$ cat src/rtl/pe_cfg_sequencer.sv
// PE config-port bus master: FIFO-queued WRITE/OP/READ commands; each write is held one extra cycle for the PE input latch.
// `define PE_SEQ_OPRD_EN makes cmd_type 11 an OP followed by readback (OPRD); otherwise type 11 is dropped and sets err.
module pe_cfg_sequencer #(
   parameter int DEPTH = 8
) (
   input  logic        clk,
   input  logic        rst_n,
   input  logic        cmd_valid,
   output logic        cmd_ready,
   input  logic [1:0]  cmd_type,
   input  logic [31:0] cmd_addr,
   input  logic [31:0] cmd_wdata,
   output logic        rsp_valid,
   input  logic        rsp_ready,
   output logic [31:0] rsp_data,
   output logic [31:0] pe_cfg_addr,
   output logic [31:0] pe_cfg_wdata,
   output logic        pe_cfg_we,
   output logic        pe_cfg_en,
   input  logic [31:0] pe_cfg_rdata,
   output logic        busy,
   output logic        err
);

   localparam int AW = $clog2(DEPTH);
   localparam logic [AW:0] FULL_CNT = DEPTH[AW:0];
   localparam logic [1:0] T_WRITE = 2'b00;
   localparam logic [1:0] T_OP    = 2'b01;
   localparam logic [1:0] T_READ  = 2'b10;
`ifdef PE_SEQ_OPRD_EN
   localparam logic [1:0] T_OPRD  = 2'b11;
`endif

   typedef enum logic [2:0] {IDLE, ISSUE, HOLD, RD, RSP} state_t;

   typedef struct packed {
      logic [1:0]  typ;
      logic [31:0] addr;
      logic [31:0] wdata;
   } cmd_t;

   cmd_t          mem [DEPTH];
   cmd_t          head;
   cmd_t          cur_q;
   cmd_t          cur_d;
   logic [AW-1:0] wr_ptr;
   logic [AW-1:0] rd_ptr;
   logic [AW:0]   count;
   logic          full;
   logic          empty;
   logic          push;
   logic          pop;
   logic          dispatch;
   state_t        state_q;
   state_t        state_d;
   logic          err_d;
   logic          rsp_valid_d;
   logic [31:0]   rsp_data_d;
   logic [31:0]   addr_d;
   logic [31:0]   wdata_d;
   logic          we_d;
   logic          en_d;

   assign full      = (count == FULL_CNT);
   assign empty     = (count == '0);
   assign cmd_ready = !full;
   assign push      = cmd_valid && !full;
   assign head      = mem[rd_ptr];
   assign busy      = !empty || (state_q != IDLE);

   always_ff @(posedge clk) begin
      if (push) begin
         mem[wr_ptr] <= {cmd_type, cmd_addr, cmd_wdata};
      end
   end

   always_ff @(posedge clk) begin
      if (!rst_n) begin
         wr_ptr <= '0;
         rd_ptr <= '0;
         count  <= '0;
      end else begin
         if (push) begin
            wr_ptr <= wr_ptr + 1'b1;
         end
         if (pop) begin
            rd_ptr <= rd_ptr + 1'b1;
         end
         case ({push, pop})
            2'b10:   count <= count + 1'b1;
            2'b01:   count <= count - 1'b1;
            default: count <= count;
         endcase
      end
   end

   always_comb begin
      state_d     = state_q;
      cur_d       = cur_q;
      pop         = 1'b0;
      dispatch    = 1'b0;
      err_d       = err;
      rsp_valid_d = rsp_valid;
      rsp_data_d  = rsp_data;

      case (state_q)
         IDLE:  dispatch = 1'b1;
         ISSUE: state_d = HOLD;
         HOLD: begin
`ifdef PE_SEQ_OPRD_EN
            if (cur_q.typ == T_OPRD) begin
               state_d = RD;
            end else begin
               dispatch = 1'b1;
            end
`else
            dispatch = 1'b1;
`endif
         end
         RD: begin
            state_d     = RSP;
            rsp_valid_d = 1'b1;
            rsp_data_d  = pe_cfg_rdata;
         end
         RSP: begin
            if (rsp_ready) begin
               rsp_valid_d = 1'b0;
               dispatch    = 1'b1;
            end
         end
         default: state_d = IDLE;
      endcase

      // Any state that finishes a command pulls the next one straight from the FIFO head.
      if (dispatch) begin
         state_d = IDLE;
         if (!empty) begin
            pop   = 1'b1;
            cur_d = head;
            case (head.typ)
               T_WRITE, T_OP: state_d = ISSUE;
               T_READ:        state_d = RD;
               default: begin
`ifdef PE_SEQ_OPRD_EN
                  state_d = ISSUE;
`else
                  err_d = 1'b1;
`endif
               end
            endcase
         end
      end

      addr_d  = '0;
      wdata_d = '0;
      we_d    = 1'b0;
      en_d    = 1'b0;
      case (state_d)
         ISSUE: begin
            addr_d  = cur_d.addr;
            wdata_d = cur_d.wdata;
            we_d    = 1'b1;
            en_d    = (cur_d.typ != T_WRITE);
         end
         // The PE reads cfg_wdata unlatched while committing, so address/data stay put.
         HOLD: begin
            addr_d  = cur_d.addr;
            wdata_d = cur_d.wdata;
         end
         RD:      addr_d = {27'b0, cur_d.addr[4:0]};
         default: ;
      endcase
   end

   always_ff @(posedge clk) begin
      if (!rst_n) begin
         state_q      <= IDLE;
         cur_q        <= '0;
         err          <= 1'b0;
         rsp_valid    <= 1'b0;
         rsp_data     <= '0;
         pe_cfg_addr  <= '0;
         pe_cfg_wdata <= '0;
         pe_cfg_we    <= 1'b0;
         pe_cfg_en    <= 1'b0;
      end else begin
         state_q      <= state_d;
         cur_q        <= cur_d;
         err          <= err_d;
         rsp_valid    <= rsp_valid_d;
         rsp_data     <= rsp_data_d;
         pe_cfg_addr  <= addr_d;
         pe_cfg_wdata <= wdata_d;
         pe_cfg_we    <= we_d;
         pe_cfg_en    <= en_d;
      end
   end

endmodule

$ cat config.mk
export PLATFORM = sky130hd
export DESIGN_NAME = pe_cfg_sequencer
export DESIGN_NICKNAME = d
export VERILOG_FILES = /design/src/rtl/pe_cfg_sequencer.sv
export SDC_FILE = /design/constraint.sdc
export NUM_CORES = 1
export LEC_CHECK = 0
export ABC_AREA = 1
export CAP_MARGIN = 20
export CORE_MARGIN = 1
export CORE_UTILIZATION = 55
export DETAILED_ROUTE_END_ITERATION = 6
export PLACE_DENSITY_LB_ADDON = 0.12
export SLEW_MARGIN = 5
export SYNTH_ARGS = -nofsm -noshare
export SYNTH_HDL_FRONTEND = slang
export SYNTH_SLANG_ARGS = --single-unit
$ cat constraint.sdc
create_clock -name clk -period 5.8 [get_ports clk]
set_input_delay 1.16 -clock clk [delete_from_list [all_inputs] [get_ports clk]]
set_output_delay 1.16 -clock clk [all_outputs]
set_load 0.01 [all_outputs]
==> out/results.ini <==
[run_status]
status = finished clean

[synth]
synth-simple-area-share_pct = 12.52
synth_flop_cell = edfxtp_1
ys_ff_latch = 710
ys_types = 25
yosysMostFrequentCell = nor2_1
yosys-top-cells-count = 536 x nor2_1, 528 x edfxtp_1, 305 x o21ai_0
synthCells = 2269
synth_edf_count = 528
async_reset_ff_share_pct = 0
synth_xor_area_share_pct = 0.06624
synth.top_cell.area_share_pct = 59.96
yosysWarnings = 0
yosysSeqAreaShare_pct = 73.74
synth_area_um2 = 26440
syn_avg_cell_area_um2 = 11.65
synth_fa_ha_area_share_pct = 0.2366
yosys-top-cells-area = edfxtp_1 60%, dfxtp_1 14%, nor2_1 7.6%
synth.area.mux_share_pct = 0
synth_area_leader_cell = edfxtp_1
synth_compound_area_share_pct = 9.789
syn-num-nets = 2376
synth_top_family_by_area = simple AND/OR/NAND/NOR gates

[route]
routedWlPerCell_um = 19.23
wl_um = 59510
vias = 17180
drc = 0
vias_per_cell = 5.554
ant_nets = 0
firstDrtPassIters = 5
dr.first_iter.drc_count = 1659

[clock_tree]
cts_sinks = 710
clk_latency_ns = 0.59
clk_path_buf_depth = 3
clockRootBuffer = clkbuf_16
cts_tree = yes
cts_made_buffers = 72
clk_pin_slew_worst_paths_ns = 0.06
cts_resized = 0
h-tree-depth = 3
cts_setup_buffers = 0
hold_buffers = 0

[sta]
finalHoldViolations = 0
fin_setup_tns_ns = 0
tightest_slew_ns = 1.178
finalCriticalPeriod_ns = 3.455
fmax_ghz = 0.2894
finalCritPeriodShare_pct = 59.58
finalSetupViolations = 0
timing.final.max_slew_violations = 0
rsz0062_at_grt = no
slew_headroom_pct = 21.49
skew_ns = 0.01722

[placed_design]
dp.final_hpwl_um = 31290
gp_congestion = 0.8890
dpl.cell_count = 2964
port_buffers = 203

[layout]
utilization_pct = 66.67
stdcell_count = 3094
fillCellCount = 3419
finalNetCount = 2539
syn_to_final_growth_pct = 18.37
layout-drive-gt1-share_pct = 5.833

[critical_path]
critPathKind = reg -> reg
required_ns = 6.32
crit_path_end_kind = flop
critPathLaunchType = flop
cp_max_fo = 112
arrival_ns = 3.98

[global_route]
grt_max_degree = 172
grt_pass1_wl_um = 92720
grt_use_total_pct = 24.32
grt.overflow.total = 0
grt_pass1_vias = 16460
grt_antenna_before_repair = 4

[floorplanning]
fp.coreArea_um2 = 46950
fp-row-count = 79
pin_count = 204
die_y_um = 221.3
die_x_um = 221.3
die-area_um2 = 48960
initial_core_util_pct = 56.32

[flow_run]
maxCapViolations = 0

[power]
power_frac_comb_pct = 28.9
internal_power_mw = 10.19
max-vdd-ir-drop_uv = 363.3
leakagePower_nw = 11.30
seqPwrFrac_pct = 42.2
p_clk_share_pct = 28.9
power_switching_mw = 4.988
swShare_pct = 32.86
powerDensity_nw_per_um2 = 485.1

[min_path]
holdCritPathClass = reg -> reg

==> path summary, 6_finish.rpt <==
kind | start | end | slack (ns) | cells past startpoint
worst max register to register | flop | pe_cfg_wdata[15]$_SDFF_PN0_ | 2.34 | 8
worst min register to register | err$_SDFFE_PN0P_ | err$_SDFFE_PN0P_ | 0.46 | 2
worst max-delay path | flop | pe_cfg_wdata[15]$_SDFF_PN0_ | 2.34 | 8
worst min-delay path | err$_SDFFE_PN0P_ | err$_SDFFE_PN0P_ | 0.46 | 2
==> stage by stage <==
step                setup slack (ns)  hold slack, ns  cell area, µm²  power (mW)
floorplan                      1.045          0.4476           26440       9.218
global placement               1.623          0.4474           29000       10.71
detailed placement             1.466          0.4506           29030       10.82
CTS                            2.057          0.4592           31270       15.22
global route                   2.007          0.4908           31300       16.01
finish                         2.345          0.4551           31300       15.18
==> critical path: stages (launching register included) <==
cell and delay (ns):
dfxtp_4 0.74, buf_4 0.78, buf_4 0.92, o21ai_0 0.20, o211ai_1 0.27, nand3_1 0.13
nand2_1 0.12, nand2_1 0.08, nor2_1 0.13
==> state kept, by name (all words and copies together), names as in the netlist, named ones only <==
register and count:
count 4, cur_q 66, err 1, mem 528, pe_cfg_addr 32, pe_cfg_en 1
pe_cfg_wdata 32, pe_cfg_we 1, rd_ptr 3, rsp_data 32, rsp_valid 1, state_q 3
wr_ptr 3
==> layout make-up <==
class | instances | area (µm²) | area share, %
antenna | 1 | 2.502 | 0.007995
clock buffer | 105 | 2057 | 6.572
clock inverter | 23 | 187.7 | 0.5996
inverter | 108 | 412.9 | 1.319
multi-input combinational | 1312 | 6052 | 19.33
sequential | 710 | 19510 | 62.33
tap | 607 | 759.5 | 2.426
timing repair buffer | 228 | 2320 | 7.411
==> metal layers <==
metal | part of all wire, % | wire [µm] | vias up | track usage (%)
met3 | 6.1 | 3648 | 82 | 4.249
met5 | 0.066 | 39 | - | 0
li1 | - | - | 8189 | -
met4 | 1.9 | 1115 | 6 | 7.467
met1 | 44 | 26240 | 8361 | 33.46
met2 | 48 | 28470 | 545 | 39.70
==> power groups by stage <==
| stage | logic (mW) | registers [mW] | clock network (mW) |
|---|---|---|---|
| 2_1_floorplan | 2.73 | 6.49 | 0 |
| 3_3_place_gp | 4.21 | 6.49 | 0 |
| 3_5_place_dp | 4.32 | 6.51 | 0 |
| 4_1_cts | 4.35 | 6.41 | 4.46 |
| 5_1_grt | 4.87 | 6.47 | 4.67 |
| 6_report | 4.39 | 6.40 | 4.39 |
==> cells in the final DEF, fill, tap and decap left out, types with 4 or more instances in the layout <==
cell / netlist / routed
nor2_1: 536 / 528
inv_1: 103 / 103
clkinv_2: 0 / 10
buf_4: 2 / 19
buf_12: 0 / 5
clkdlybuf4s50_1: 0 / 202
ha_1: 5 / 5
nand3_1: 74 / 74
clkbuf_1: 104 / 21
dfxtp_1: 182 / 179
clkinv_1: 1 / 8
edfxtp_1: 528 / 528
o211ai_1: 122 / 122
clkbuf_8: 0 / 11
nand2_1: 233 / 233
clkbuf_16: 0 / 73
nor2_4: 0 / 8
o21ai_0: 305 / 305
a21oi_1: 20 / 20
nor3_1: 5 / 4
==> kinds of logic after synthesis <==
kind of cell / count (synthesis)
AO/OA/AOI/OAI: 453
XOR/XNOR: 2
AND/OR/NAND/NOR: 852
adder cells (fa/ha/maj): 5
buffers and inverters: 247
flip-flops: 710
Note: power is estimated with default switching activity, not from simulation.
